<file path="src/rtl/instr_fetch_unit_pkg.sv">
// Shared definitions for the instruction fetch stage: FSM encoding,
// instruction size and the all-zero end-of-program word.
package instr_fetch_unit_pkg;

  typedef enum logic [1:0] {
    ST_IDLE  = 2'd0,
    ST_FETCH = 2'd1,
    ST_HALT  = 2'd2
  } fetch_state_t;

  localparam int          INSTR_BYTES = 4;
  localparam logic [31:0] NOP_INSTR   = 32'h0000_0000;

  // Redirect targets are always word aligned.
  function automatic logic [31:0] align_word(input logic [31:0] addr);
    return {addr[31:2], 2'b00};
  endfunction

endpackage

</file>
<file path="src/rtl/instr_fetch_unit_fetch_out_reg.sv">
// Valid/ready output register toward decode: captures a fetched word,
// holds it under back-pressure and drops it on a flush.
module fetch_out_reg
  import instr_fetch_unit_pkg::*;
(
  input  logic        clk,
  input  logic        rst,
  input  logic        capture,
  input  logic        flush,
  input  logic        ready,
  input  logic [31:0] next_instr,
  input  logic [31:0] next_pc,
  output logic [31:0] instr,
  output logic [31:0] pc,
  output logic        valid,
  output logic        slot_free
);

  assign slot_free = !valid || ready;

  // Flush wins over both a new capture and a completing handshake.
  always_ff @(posedge clk or posedge rst) begin
    if (rst) begin
      instr <= NOP_INSTR;
      pc    <= '0;
      valid <= 1'b0;
    end else if (flush) begin
      valid <= 1'b0;
    end else if (capture) begin
      instr <= next_instr;
      pc    <= next_pc;
      valid <= 1'b1;
    end else if (valid && ready) begin
      valid <= 1'b0;
    end
  end

endmodule

</file>
<file path="src/rtl/instr_fetch_unit.sv">
// Fetch stage: owns the PC, samples the instruction memory into the output
// register and stops on end-of-program or an out-of-range fetch.
module instr_fetch_unit
  import instr_fetch_unit_pkg::*;
#(
  parameter logic [31:0] RESET_PC     = 32'h0000_0000,
  parameter int          IMEM_WORDS   = 32,
  parameter bit          HALT_ON_ZERO = 1'b1
) (
  input  logic        clk_i,
  input  logic        rst_i,
  output logic [31:0] pc_addr_o,
  input  logic [31:0] instr_i,
  input  logic        redirect_i,
  input  logic [31:0] redirect_pc_i,
  output logic [31:0] instr_o,
  output logic [31:0] pc_o,
  output logic        valid_o,
  input  logic        ready_i,
  output logic        halted_o,
  output logic [15:0] fetch_count_o
);

  localparam logic [32:0] IMEM_BYTES = 33'(IMEM_WORDS) * 33'(INSTR_BYTES);

  fetch_state_t state_reg;
  logic [31:0]  pc_reg;
  logic         halted_reg;
  logic [15:0]  fetch_count_reg;

  logic slot_free;
  logic redirect_take;
  logic in_range;
  logic zero_stop;
  logic fetching;
  logic capture;
  logic stop;
  logic handoff;

  // A redirect during the post-reset IDLE cycle is deliberately dropped.
  assign redirect_take = redirect_i && (state_reg != ST_IDLE);
  assign in_range      = {1'b0, pc_reg} < IMEM_BYTES;
  assign zero_stop     = HALT_ON_ZERO && (instr_i == NOP_INSTR);
  assign fetching      = (state_reg == ST_FETCH) && !redirect_take && slot_free;
  assign capture       = fetching && in_range && !zero_stop;
  assign stop          = fetching && !capture;
  assign handoff       = valid_o && ready_i && !redirect_take;

  fetch_out_reg u_out_reg (
    .clk        (clk_i),
    .rst        (rst_i),
    .capture    (capture),
    .flush      (redirect_take),
    .ready      (ready_i),
    .next_instr (instr_i),
    .next_pc    (pc_reg),
    .instr      (instr_o),
    .pc         (pc_o),
    .valid      (valid_o),
    .slot_free  (slot_free)
  );

  always_ff @(posedge clk_i or posedge rst_i) begin
    if (rst_i) begin
      state_reg  <= ST_IDLE;
      pc_reg     <= RESET_PC;
      halted_reg <= 1'b0;
    end else begin
      case (state_reg)
        ST_IDLE: state_reg <= ST_FETCH;
        ST_FETCH, ST_HALT: begin
          if (redirect_take) begin
            pc_reg     <= align_word(redirect_pc_i);
            halted_reg <= 1'b0;
            state_reg  <= ST_FETCH;
          end else if (stop) begin
            halted_reg <= 1'b1;
            state_reg  <= ST_HALT;
          end else if (capture) begin
            pc_reg <= pc_reg + 32'(INSTR_BYTES);
          end
        end
        default: state_reg <= ST_IDLE;
      endcase
    end
  end

  always_ff @(posedge clk_i or posedge rst_i) begin
    if (rst_i) begin
      fetch_count_reg <= '0;
    end else if (handoff && (fetch_count_reg != 16'hFFFF)) begin
      fetch_count_reg <= fetch_count_reg + 16'd1;
    end
  end

  assign pc_addr_o     = pc_reg;
  assign halted_o      = halted_reg;
  assign fetch_count_o = fetch_count_reg;

endmodule

</file>
<file path="config.mk">
export PLATFORM = sky130hd
export DESIGN_NAME = instr_fetch_unit
export DESIGN_NICKNAME = d
export VERILOG_FILES = /design/src/rtl/instr_fetch_unit_pkg.sv /design/src/rtl/instr_fetch_unit_fetch_out_reg.sv /design/src/rtl/instr_fetch_unit.sv
export SDC_FILE = /design/constraint.sdc
export NUM_CORES = 1
export LEC_CHECK = 0
export CORE_MARGIN = 2
export CORE_UTILIZATION = 41
export CTS_BUF_LIST = sky130_fd_sc_hd__clkbuf_4
export DETAILED_ROUTE_END_ITERATION = 7
export GPL_ROUTABILITY_DRIVEN = 0
export GPL_TIMING_DRIVEN = 1
export PLACE_DENSITY = 0.84
export SLEW_MARGIN = 15
export SYNTH_ARGS = -nofsm -noshare
export SYNTH_HDL_FRONTEND = slang
export SYNTH_SLANG_ARGS = --single-unit
</file>
<file path="constraint.sdc">
create_clock -name clk_i -period 3.9 [get_ports clk_i]
set_input_delay 1.17 -clock clk_i [delete_from_list [all_inputs] [get_ports clk_i]]
set_output_delay 1.17 -clock clk_i [all_outputs]
set_load 0.01 [all_outputs]
</file>
Yosys cells after proc, flatten, opt, wreduce, memory -nomap -nowiden
Cells that the tools add are included.
{"block": "totals", "register_bits": 116, "inputBits": 68, "output_inout_bits": 114, "elab_cells": 51}
{"block": "classes", "n_addsub": 2, "order_cmp": 1, "n_eq_ne": 5, "mux": 11, "bitwise": 1, "reduce_logical": 24}
{"operator": "$mux W32", "n": 3}
{"operator": "$add A32 B3 Y32 const B", "n": 1}
{"operator": "$logic_not A32 Y1", "n": 1}
{"operator": "$lt A32 B8 Y1 const B", "n": 1}
{"operator": "$add A16 B1 Y16 const B", "n": 1}
{"operator": "$ne A16 B16 Y1 const B", "n": 1}
{"operator": "$logic_and A1 B1 Y1", "n": 9}
{"operator": "$reduce_bool A2 Y1", "n": 3}
{"operator": "$mux W1", "n": 5}
{"operator": "$logic_not A1 Y1", "n": 4}
{"operator": "$mux W2", "n": 2}
{"operator": "$pmux W2 S2", "n": 1}
{"operator": "$reduce_and A2 Y1", "n": 2}
{"operator": "$ne A3 B3 Y1 const B", "n": 1}
{"operator": "$reduce_and A3 Y1", "n": 1}
{"operator": "$reduce_bool A3 Y1", "n": 1}
{"operator": "$eq A2 B1 Y1 const B", "n": 1}
{"operator": "$eq A2 B2 Y1 const B", "n": 1}
{"operator": "$logic_not A2 Y1", "n": 1}
{"operator": "$ne A2 B2 Y1 const B", "n": 1}
{"operator": "$reduce_or A2 Y1", "n": 1}
{"operator": "$logic_or A1 B1 Y1", "n": 1}
{"operator": "$not A1 Y1", "n": 1}

Depth between registers and ports, before layout
Gate-level depths: netlist of run 1.
{"block": "logic_depth", "depth_word": 12, "depth_mapped": 9, "mapped_depth_nobuf": 7}

Hierarchy
From an unflattened synthesis of run 1, not the netlist that was laid out.
{"block": "unflattened", "cells_unflattened": 358, "hier_area_um2": 5168.7}
{"module": "fetch_out_reg", "instances": 1, "cells_per_inst": 141, "area_per_inst_um2": 2745.1, "seq_area_each_um2": 1626.6}
{"module": "instr_fetch_unit", "instances": 1, "cells_per_inst": 217, "area_per_inst_um2": 2423.6, "seq_area_each_um2": 1226.2}

Least setup slack after synthesis of run 1
Ideal clock, no wire load.
{"block": "synth_path", "path_type": "input port to flip-flop", "startpoint": "in instr_i[13]", "endpoint": "reg u_out_reg.instr[0]", "setup_time_ns": 0.125, "t_arrival_ns": 2.429, "required_time_ns": 3.775, "slack_ns": 1.346, "cell_stages": 6, "n_path_buf": 1, "cell_sequence": "nor4_1 > nand4_1 > o211ai_4 > nor2_2 > buf_4 > mux2_2"}
{"block": "synth_via", "elab_chain_len": 4}
{"item": "start: declaration", "line": "instr_fetch_unit.sv:13", "text": "input logic [31:0] instr_i,"}
{"item": "$logic_not A32 Y1", "line": "instr_fetch_unit.sv:43", "text": "assign zero_stop = HALT_ON_ZERO && (instr_i == NOP_INSTR);"}
{"item": "$logic_not A1 Y1", "line": "instr_fetch_unit.sv:45", "text": "assign capture = fetching && in_range && !zero_stop;"}
{"item": "$logic_and A1 B1 Y1", "line": "instr_fetch_unit.sv:45"}
{"item": "$reduce_and A2 Y1 (no source line)"}
{"item": "end signal: assignment", "line": "instr_fetch_unit_fetch_out_reg.sv:30", "text": "instr <= next_instr;"}
{"item": "end: declaration", "line": "instr_fetch_unit_fetch_out_reg.sv:13", "text": "output logic [31:0] instr,"}
Every way passes these cells.
A chain may end at the register's enable or synchronous reset.

Worst setup path in the final report of run 1
{"block": "layout_path", "startpoint": "in instr_i[20]", "endpoint": "reg u_out_reg.instr[6]"}
The elaborated chain is that of the path after synthesis.

==> results of run 1 <==
## area by class of cell
class,count,area (um^2)
multi-input cells,266,1740
clock buffers,9,67.6
clock inverters,7,81.3
inverters,4,18.8
diodes,1,2.50
flip-flops and latches,112,2800
repair buffers,183,1820
fillers,901,4270
well taps,140,175
## cells in the final DEF, fill, tap and decap left out, types with 2 or more instances in the layout
master	n
o22ai_1	4
mux2_2	38
nor3b_1	3
xor2_1	9
xnor2_1	6
and3_2	2
a31oi_1	2
conb_1	4
buf_4	7
nor2b_1	27
clkbuf_4	9
and4_1	4
nand3_1	12
a21oi_1	2
nor2_1	10
nand2b_1	3
nand4_1	5
clkinvlp_4	4
nand2_1	85
a211o_1	2
clkinv_4	2
nor4_1	16
mux2i_1	2
nor3_1	5
ha_1	5
dfrtp_1	112
and3_1	3
inv_1	3
and2_1	2
clkdlybuf4s50_1	175
## layer usage
metal / vias up / track usage [%]
li1: 1708 / -
met3: 31 / 5.03
met2: 141 / 32.4
met4: 0 / 10.6
met5: - / 0
met1: 1775 / 24.6
## worst paths after layout
path,end,depth (start not counted)
hold / removal,u_out_reg.pc[31]$_DFFE_PP0P_,1
max in group asynchronous,fetch_count_o[3]$_DFFE_PP0P_,3
setup reg to reg,u_out_reg.instr[6]$_DFFE_PP0P_,7
setup / recovery,u_out_reg.instr[6]$_DFFE_PP0P_,7
min in group asynchronous,u_out_reg.instr[16]$_DFFE_PP0P_,3
hold reg to reg,u_out_reg.pc[31]$_DFFE_PP0P_,1
## where the power goes
part           internal, mW  total [mW]  switching [mW]
clock network         0.202       0.602           0.400
logic                 0.600        1.18           0.578
registers              1.34        1.50           0.156
total                  2.15        3.28            1.13
## cells by family (layout without fill, tap and decap cells)
group,after synthesis,count (layout),share of synthesized area (%)
compound gates,20,20,3.67
xor+xnor,15,15,2.81
simple gates,182,182,19.3
mux,40,40,9.59
flops,112,112,60.0
fa+ha+maj,5,5,1.34
other cells,1,5,0.0803
buf+inv,25,203,3.13
## per-stage QoR
step	setup slack, ns	instance area, um^2	hold slack (ns)
2_1_floorplan	1.35	4680	0.522
3_3_place_gp	0.467	6560	0.480
3_5_place_dp	0.438	6560	0.484
4_1_cts	0.980	6710	0.525
5_1_grt	0.816	6710	0.546
6_report	0.944	6710	0.520
==> flow_summary.toml, run 1 <==
[outcome]
status = "complete, no violations"

[finish]
drive_above_1_share_pct = 12.4
syn2layout_area_growth_pct = 43.7
stdcell_count = 722
final_util_pct = 61.1
largest_reg_flops = 32
nets = 649

[synth]
synth_common_cells = "dfrtp_1, nand2_1, mux2_2, nor2b_1, nor4_1"
synth_area_per_cell_um2 = 11.7
async_reset_ff_share_pct = 100
synth_edf_count = 0
synth_top_cell_by_area = "dfrtp_1"
synth_area_leaders = "dfrtp_1, mux2_2, nand2_1"
yosys_warnings = 0
ys_seq_elements = 112
ys_seq_area_share_pct = 60.0
ys.flop_type = "dfrtp_1"
synth_cells = 400
syn_area_um2 = 4670
synth_cell_types = 46
synth.most_common_cell = "dfrtp_1"
yosysTopAreaCellShare_pct = 60.0

[setup_path]
worst-path-buf-inv = 2
crit_path_start_kind = "input port"
critical_path.max_fanout = 28
cpMaxStageDelayCell = "clkdlybuf4s50_1"
critPathLaunch = "instr_i[20]"
crit_type = "in2reg"
cp.arrival_ns = 3.33
cpPeakStageDelay_ns = 0.44
critPathTopFamily = "simple AND/OR/NAND/NOR gates"
crit_required_ns = 4.28
cp-end-kind = "flop"
r2r-start = "state_reg[1]$_DFFE_PP0P_"
r2r_slack_ns = 1.30
crit_path_cell_trace = "clkdlybuf4s50_1 > nor4_1 > nand4_1 > o211ai_4 > nor2_4 > buf_12 > mux2_2"

[die]
rows = 38
initial_core_util_pct = 42.5
fp.coreArea_um2 = 11000
fp.dieH_um = 111
dieArea_um2 = 12300
die_w_um = 111
ios = 182

[clocking]
clock-sinks = 112
cts_resized = 0
htree_levels = 3
numCtsBuffers = 9
cts_setup_buffers = 0
clkSlewWorstSetupHoldPaths_ns = 0.16
insertion_delay_ns = 0.49
clock-root-buffer = "clkbuf_4"
clk_path_buf_depth = 2
cts_tree = "yes"
postCtsHoldBufs = 0

[power_and_ir_drop]
peakVddDrop_uv = 257
pwr_density_cell_nw_per_um2 = 489
p_leak_nw = 3.05
finalPower_mw = 3.28

[timing]
slew_violations = 0
tightest_slew_ns = 0.791
fmax_mhz = 338
setup_tns_ns = 0
clock_skew_ns = 0.0188
fin_crit_sh_pct = 75.8
finalSetupViolCount = 0
rsz0062_at_grt = "false"
slew_headroom_pct = 47.1
fin_crit_ns = 2.96
hold_violations = 0

[detailed_routing]
drt-met1-wl_um = 4960
via_per_inst = 5.06
routed.top_layer = "met4"
wl_met2_um = 5660
drc_errors = 0
drt_iter0_markers = 197
drt.antenna.violating_nets = 0
routed-wl-met3_um = 746
wire_per_inst_um = 16.3
first_pass_iters = 4
wl_um = 11800
num_vias = 3655

[worst_hold_path]
min_from = "u_out_reg.pc[31]$_DFFE_PP0P_"
hp-class = "reg2reg"

[global_route]
grt_pass1_vias = 3923
grt_max_degree = 58
antenna_found_initial = 1
grt_pass1_wl_um = 19700
track_usage_pct = 20.0
overflow = 0

[placement]
place_inst = 705
portBuffers = 175
dp_hpwl_um = 8650

[run]
maxCapViolations = 0
No activity file was read; power rests on OpenSTA's default activity.
==> inputs of run 2 (changes only) <==
--- a/config.mk
+++ b/config.mk
@@ -6,12 +6,12 @@
 export NUM_CORES = 1
 export LEC_CHECK = 0
 export CORE_MARGIN = 2
-export CORE_UTILIZATION = 41
+export CORE_UTILIZATION = 45
 export CTS_BUF_LIST = sky130_fd_sc_hd__clkbuf_4
 export DETAILED_ROUTE_END_ITERATION = 7
 export GPL_ROUTABILITY_DRIVEN = 0
 export GPL_TIMING_DRIVEN = 1
-export PLACE_DENSITY = 0.84
+export PLACE_DENSITY = 0.87
 export SLEW_MARGIN = 15
 export SYNTH_ARGS = -nofsm -noshare
 export SYNTH_HDL_FRONTEND = slang
==> constraint.sdc (replaced) <==
create_clock -name clk_i -period 3 [get_ports clk_i]
set_input_delay 0.9 -clock clk_i [delete_from_list [all_inputs] [get_ports clk_i]]
set_output_delay 0.9 -clock clk_i [all_outputs]
set_load 0.01 [all_outputs]
==> run 2 against run 1 <==
Net effect: die area is 8.6% lower; clock skew up 0.0076 ns; final area is 1.2% higher; register-to-register slack got worse by 0.58 ns; via count grew 3.4%; clock-buffer cell count is 1 higher.
==> flow_summary.toml, run 2 (synthesized netlist as in run 1, its figures left out) <==
[outcome]
status = "complete, no violations"

[clocking]
clock-sinks = 112
htree_levels = 3
postCtsHoldBufs = 0
cts_tree = "yes"
clkSlewWorstSetupHoldPaths_ns = 0.18
clock-root-buffer = "clkbuf_4"
numCtsBuffers = 9
clk_path_buf_depth = 2
cts_setup_buffers = 0
cts_resized = 0
insertion_delay_ns = 0.47

[setup_path]
worst-path-buf-inv = 4
r2r-start = "pc_addr_o[15]$_DFFE_PP0P_"
cp-end-kind = "flop"
crit_required_ns = 3.33
r2r_slack_ns = 0.72
cp-endpoint = "state_reg[0]$_DFFE_PP0P_"
critPathTopFamily = "buffers and inverters"
cp.arrival_ns = 3.19
cpMaxStageDelayCell = "nor4_1"
cpPeakStageDelay_ns = 0.44
crit_path_cell_trace = "clkdlybuf4s50_1 > nor4_1 > buf_4 > nand4_1 > buf_4 > o211a_1 > buf_4 > o41ai_1"
crit_path_start_kind = "input port"
reg2reg_to = "pc_addr_o[5]$_DFFE_PP0P_"
crit_type = "in2reg"
critPathLaunch = "instr_i[21]"
critical_path_depth = 8
critical_path.max_fanout = 5
cp_common_cell = "buf_4"
reg2reg_depth = 6

[placement]
portBuffers = 175
dp_hpwl_um = 8600

[worst_hold_path]
hp-class = "reg2reg"
hold_depth = 1

[die]
fp.dieH_um = 106
fp.coreArea_um2 = 10200
dieArea_um2 = 11200
initial_core_util_pct = 45.8
ios = 182
rows = 37
die_w_um = 106

[timing]
holdWs_ns = 0.517
slew_violations = 0
clock_skew_ns = 0.0263
fin_crit_ns = 2.86
tightest_slew_ns = 0.566
setup_tns_ns = 0
rsz0062_at_grt = "false"
fmax_mhz = 350
slew_headroom_pct = 62.2
fin_crit_sh_pct = 95.3
finalSetupViolCount = 0
hold_violations = 0

[finish]
syn2layout_area_growth_pct = 45.4
nets = 663
final_common_cell = "clkdlybuf4s50_1"
largest_reg_flops = 32
layout_common_cells = "clkdlybuf4s50_1, dfrtp_1, nand2_1, mux2_2, nor2b_1"
drive_above_1_share_pct = 14.3
fillers = 757
antennaDiodeCount = 0
final_util_pct = 66.7

[run]
maxCapViolations = 0

[detailed_routing]
wire_per_inst_um = 16.0
via_per_inst = 5.17
wl_um = 11700
drc_errors = 0
drt_iter0_markers = 191
first_pass_iters = 4
drt.antenna.violating_nets = 0
num_vias = 3778

[power_and_ir_drop]
peakVddDrop_uv = 359
p_sw_mw = 1.46
internal_power_mw = 2.73
p_leak_nw = 3.12
finalPower_mw = 4.19
seqPwrFrac_pct = 46.7
pwr_density_cell_nw_per_um2 = 617
p_clk_share_pct = 16.1
swShare_pct = 34.9
p_comb_share_pct = 37.2

[global_route]
track_usage_pct = 21.3
grt_pass1_wl_um = 18900
antenna_found_initial = 0
grt_max_degree = 113
grt_pass1_vias = 3891
overflow = 0
[run 2: cell types whose count changed in the layout (fill, tap and decap cells not counted), sizes merged]
cell      previous run  this run
clkinv               2         4
buf                  8        22
diode                1         0
inv                  4         5
clkinvlp             4         1
clkbuf               9        10
bufinv               1         0
[run 2: worst min path at each step]
stage / from / end / slack, ns
after CTS: fetch_count_o[15]$_DFFE_PP0P_ / fetch_count_o[15]$_DFFE_PP0P_ / 0.52
after floorplan: fetch_count_o[14]$_DFFE_PP0P_ / fetch_count_o[14]$_DFFE_PP0P_ / 0.52
final: fetch_count_o[15]$_DFFE_PP0P_ / fetch_count_o[15]$_DFFE_PP0P_ / 0.52
after global routing: u_out_reg.pc[21]$_DFFE_PP0P_ / u_out_reg.pc[21]$_DFFE_PP0P_ / 0.54
after detailed placement: u_out_reg.pc[13]$_DFFE_PP0P_ / u_out_reg.pc[13]$_DFFE_PP0P_ / 0.48
after global placement: fetch_count_o[14]$_DFFE_PP0P_ / fetch_count_o[14]$_DFFE_PP0P_ / 0.48
[run 2: routing by layer]
| metal | vias up | part of all wire [%] | track usage [%] |
|---|---|---|---|
| li1 | 1740 | - | - |
| met3 | 26 | 8.3 | 5.38 |
| met5 | - | 0 | 0 |
| met2 | 171 | 48 | 35.1 |
| met1 | 1841 | 42 | 27.0 |
| met4 | 0 | 2.3 | 8.27 |
[run 2: power by group through the flow]
stage                     registers, mW  clock network, mW  logic [mW]
after global placement             1.97                  0        1.49
final                              1.96              0.676        1.56
after CTS                          1.95              0.700        1.56
after global routing               1.99              0.750        1.71
after floorplan                    2.05                  0       0.733
after detailed placement           1.98                  0        1.56
[run 2: final cells by class]
class / count / area [um^2] / share of cell area [%]
clock buffer: 10 / 75.1 / 1.11
multi-input combinational: 266 / 1740 / 25.6
sequential: 112 / 2800 / 41.3
inverter: 4 / 18.8 / 0.276
timing repair buffer: 197 / 1940 / 28.6
tap: 136 / 170 / 2.51
clock inverter: 6 / 43.8 / 0.645
[run 2: per-stage QoR]
stage	setup WS (ns)	instance area [um^2]	std cells
final	0.140	6790	731
after global routing	0.0398	6790	731
after CTS	0.0968	6770	730
after detailed placement	-0.422	6650	714
after global placement	-0.346	6650	714
after floorplan	0.716	4680	403
==> inputs of run 3 (changes only) <==
--- a/config.mk
+++ b/config.mk
@@ -11,6 +11,7 @@
 export DETAILED_ROUTE_END_ITERATION = 7
 export GPL_ROUTABILITY_DRIVEN = 0
 export GPL_TIMING_DRIVEN = 1
+export MAX_ROUTING_LAYER = met4
 export PLACE_DENSITY = 0.87
 export SLEW_MARGIN = 15
 export SYNTH_ARGS = -nofsm -noshare
==> run 3 against run 2 <==
Net effect: die area did not move; first-iteration DRC count rose by 1.0%; global-route usage rose by 0.67 points; largest power group unchanged; clock skew fell by 0.0034 ns; critical path depth did not move; combinational power barely moved; final cell count did not move; utilization did not move.
==> flow_summary.toml, run 3 (synthesized netlist as in run 1, its figures left out) <==
[setup_path]
crit_required_ns = 3.32
worst-path-buf-inv = 4
critical_path_depth = 8
reg2reg_depth = 6
crit_path_cell_trace = "clkdlybuf4s50_1 > nor4_1 > buf_4 > nand4_1 > buf_4 > o211a_1 > buf_4 > o41ai_1"
cpPeakStageDelay_ns = 0.45
cp_common_cell = "buf_4"
critical_path.max_fanout = 5
critPathTopFamily = "buffers and inverters"
cp-end-kind = "flop"
crit_type = "in2reg"
cpMaxStageDelayCell = "nor4_1"
cp.arrival_ns = 3.20
crit_path_start_kind = "input port"

[finish]
final_common_cell = "clkdlybuf4s50_1"
layout_common_cells = "clkdlybuf4s50_1, dfrtp_1, nand2_1, mux2_2, nor2b_1"
largest_reg_flops = 32
syn2layout_area_growth_pct = 45.4
antennaDiodeCount = 0
nets = 663
drive_above_1_share_pct = 14.3

[power_and_ir_drop]
seqPwrFrac_pct = 46.7
peakVddDrop_uv = 359
pwr_density_cell_nw_per_um2 = 617
p_comb_share_pct = 37.2
internal_power_mw = 2.73
p_clk_share_pct = 16.1
p_leak_nw = 3.12
swShare_pct = 34.9
p_sw_mw = 1.46
finalPower_mw = 4.19

[global_route]
grt_pass1_vias = 3886
antenna_found_initial = 0
grt_pass1_wl_um = 18900
grt_max_degree = 113
track_usage_pct = 21.9
overflow = 0

[timing]
rsz0062_at_grt = "false"
fmax_mhz = 348
tightest_slew_ns = 0.572
slew_headroom_pct = 61.9
hold_violations = 0
fin_crit_sh_pct = 95.9
clock_skew_ns = 0.0230
fin_crit_ns = 2.88
slew_violations = 0
finalSetupViolCount = 0
finalWorstSetupSlack_ns = 0.123

[die]
fp.dieH_um = 106
dieArea_um2 = 11200
die_w_um = 106
initial_core_util_pct = 45.8
rows = 37
fp.coreArea_um2 = 10200
ios = 182

[detailed_routing]
via_per_inst = 5.15
drt.antenna.violating_nets = 0
drc_errors = 0
first_pass_iters = 5
wire_per_inst_um = 16.1
wl_um = 11800
drt_iter0_markers = 193
num_vias = 3766

[clocking]
clock-sinks = 112
cts_tree = "yes"
htree_levels = 3
clock-root-buffer = "clkbuf_4"
numCtsBuffers = 9
insertion_delay_ns = 0.46
clk_path_buf_depth = 2
cts_setup_buffers = 0
postCtsHoldBufs = 0
cts_resized = 0
clkSlewWorstSetupHoldPaths_ns = 0.18

[run]
maxCapViolations = 0

[placement]
portBuffers = 175
dp_hpwl_um = 8600
detailedPlace.worstSlack_ns = -0.422

[worst_hold_path]
hp-class = "reg2reg"
hold_depth = 1

[outcome]
status = "complete, no violations"
[run 3: cell counts in the layout (fill, tap and decap cells not counted)]
No cell type changed its count.
[run 3: power groups by stage]
| stage | Combinational, mW | Clock (mW) | Sequential [mW] |
|---|---|---|---|
| after floorplan | 0.733 | 0 | 2.05 |
| after global placement | 1.49 | 0 | 1.97 |
| after detailed placement | 1.56 | 0 | 1.98 |
| after CTS | 1.56 | 0.700 | 1.95 |
| after global routing | 1.71 | 0.750 | 1.99 |
| final | 1.56 | 0.673 | 1.96 |
[run 3: metrics by stage]
step	std cells	cell area (um^2)	hold WS, ns	utilization [%]	setup TNS [ns]
final	731	6790	0.517	66.7	0
after global routing	731	6790	0.537	66.7	0
after CTS	730	6770	0.523	66.5	0
after detailed placement	714	6650	0.485	65.3	-24.72
after global placement	714	6650	0.482	65.3	-20.65
after floorplan	403	4680	0.522	-	0
[run 3: worst register-to-register path, cell delays in order, from the launching register on]
cell      delay [ns]
dfrtp_1         0.43
nor4_1          0.31
and4_2          0.34
o211ai_4        0.11
nor2_4          0.36
buf_12          0.26
mux2_2          0.38
[run 3: final timing paths]
| kind | start | end | slack, ns |
|---|---|---|---|
| max | instr_i[21] | state_reg[0]$_DFFE_PP0P_ | 0.12 |
| min | fetch_count_o[15]$_DFFE_PP0P_ | fetch_count_o[15]$_DFFE_PP0P_ | 0.52 |
| max reg2reg | pc_addr_o[12]$_DFFE_PP0P_ | u_out_reg.instr[8]$_DFFE_PP0P_ | 0.70 |
| min reg2reg | fetch_count_o[15]$_DFFE_PP0P_ | fetch_count_o[15]$_DFFE_PP0P_ | 0.52 |
| max in group asynchronous | rst_i | u_out_reg.pc[22]$_DFFE_PP0P_ | 1.63 |
| min in group asynchronous | rst_i | u_out_reg.instr[18]$_DFFE_PP0P_ | 0.97 |
[run 3: layer usage]
| metal | track usage [%] | up-vias | share of wire (%) |
|---|---|---|---|
| li1 | - | 1739 | - |
| met1 | 28.0 | 1835 | 44 |
| met2 | 35.1 | 161 | 47 |
| met3 | 4.27 | 31 | 7.1 |
| met4 | 7.99 | 0 | 2.3 |
| met5 | - | - | 0 |
[run 3: cell type report]
type                       count  area [um^2]
sequential                   112         2800
tap                          136          170
fill                         757         3400
multi-input combinational    266         1740
clock inverter                 6         43.8
inverter                       4         18.8
clock buffer                  10         75.1
timing repair buffer         197         1940
==> RTL edit: new RTL, settings of run 1 <==
`HALT_ON_ZERO`: 1'b1 -> 1'b0.
--- a/src/rtl/instr_fetch_unit.sv
+++ b/src/rtl/instr_fetch_unit.sv
@@ -7,3 +7,3 @@
   parameter int          IMEM_WORDS   = 32,
-  parameter bit          HALT_ON_ZERO = 1'b1
+  parameter bit          HALT_ON_ZERO = 1'b0
 ) (
Behaviour: not the same (Yosys sat finds a counterexample within 4 cycles, from zero or initial values and one cycle with rst_i high).
==> RTL edit against run 1 <==
Maximum frequency is 7.8% higher. Clock skew is 3.7 ps higher. Final area is 2.4% lower. Area after synthesis is 3.5% lower. Worst setup slack better by 210 ps. Power is 3.1% lower. Critical path depth is 6 lower. Sequential cell count stayed put. Cell count is 9.1% lower. First-iteration DRC count is 37% lower. Wire length is 13% lower. Count of clock-buffer cells in the layout is 3 higher. Die area is 3.4% lower. Largest cell class unchanged. Largest power group unchanged. Highest routed layer unchanged.
==> RTL edit: results (changes against run 1) <==
drt_iter0_markers: 125  # -37%
maxSlewHeadroom_pct: 49.7  # +2.6 points
path_delay_family: "buffers and inverters"
avgRoutedWirePerCell_um: 15.6  # -4.5%
detailed_place_hpwl_um: 7530  # -13%
groute.usage.overall_pct: 17.8  # -2.2 points
ir_worst_vdd_uv: 329  # +28%
antenna_found_initial: 0  # -1
clk_latency_ps: 450  # -40 ps
syn_inst: 334  # -17%
pre_cts_slack_ps: 771  # +333 ps
p_int_mw: 2.21  # +3.1%
status: "finished clean"
skew_ps: 22.5  # +3.72 ps
n_fill_cell: 873  # -3.1%
ys_seq_area_share_pct: 62.2  # +2.2 points
max_stage_delay_ps: 610  # +170 ps
worstPathArrival_ps: 1570  # -1760 ps
diodes: 0  # -1
yosys-top-cells-area: "dfrtp_1 (62%), mux2_2 (15%), nor2b_1 (3.8%)"
placed_cell_area_mm2: 0.00641  # -2.2%
grt_pass1_vias: 3375  # -14%
synth_common_cells: "dfrtp_1 (112), mux2_2 (61), nor2b_1 (27)"
wirelength_um: 10200  # -13%
p_leak_nw: 2.85  # -6.6%
nNetsFinal: 585  # -9.9%
via_per_inst: 4.89  # -3.4%
crit_fanout: 8  # -71%
-- RTL edit: worst paths after layout --
kind | start | end | slack, ps | cells past startpoint
max | pc_addr_o[5] | pc_addr_o[5] | 1160 | 1
min | fetch_count_o[15] | fetch_count_o[15] | 520 | 1
max reg2reg | state_reg[0] | fetch_count_o[11] | 1560 | 7
min reg2reg | fetch_count_o[15] | fetch_count_o[15] | 520 | 1
max in group asynchronous | rst_i | u_out_reg.instr[17] | 1920 | 3
min in group asynchronous | rst_i | u_out_reg.instr[9] | 1170 | 2
-- RTL edit: kinds of logic (layout without fill, tap and decap cells) --
| logic type | count (synthesis) | after routing | share of synthesized area [%] |
|---|---|---|---|
| simple gates | 94 | 94 | 11.8 |
| xor+xnor | 15 | 15 | 2.92 |
| buf+inv | 25 | 204 | 3.19 |
| compound gates | 20 | 20 | 2.92 |
| other cells | 1 | 4 | 0.0833 |
| flops | 112 | 112 | 62.2 |
| mux | 62 | 62 | 15.5 |
| fa+ha+maj | 5 | 5 | 1.39 |
-- RTL edit: final cells by class --
type,count,area (um^2),share of cell area [%]
sequential,112,2800,42.8
inverter,8,33.8,0.516
clock inverter,3,43.8,0.669
multi-input combinational,200,1570,24.0
clock buffer,12,90.1,1.38
timing repair buffer,181,1830,28.0
tap,140,175,2.67
-- RTL edit: power groups by stage --
| stage | Combinational, mW | Sequential (mW) | Clock, mW |
|---|---|---|---|
| final | 1.09 | 1.52 | 0.568 |
| after global routing | 1.18 | 1.55 | 0.643 |
| after CTS | 1.10 | 1.53 | 0.588 |
| after detailed placement | 1.10 | 1.55 | 0 |
| after global placement | 1.07 | 1.53 | 0 |
| after floorplan | 0.470 | 1.60 | 0 |
-- RTL edit: per-layer routing --
layer | wire [um] | track usage [%] | vias to the layer above
met1 | 4350 | 22.7 | 1574
met3 | 628 | 4.18 | 20
li1 | - | - | 1500
met5 | 0 | 0 | -
met2 | 4990 | 29.0 | 113
met4 | 228 | 7.51 | 0
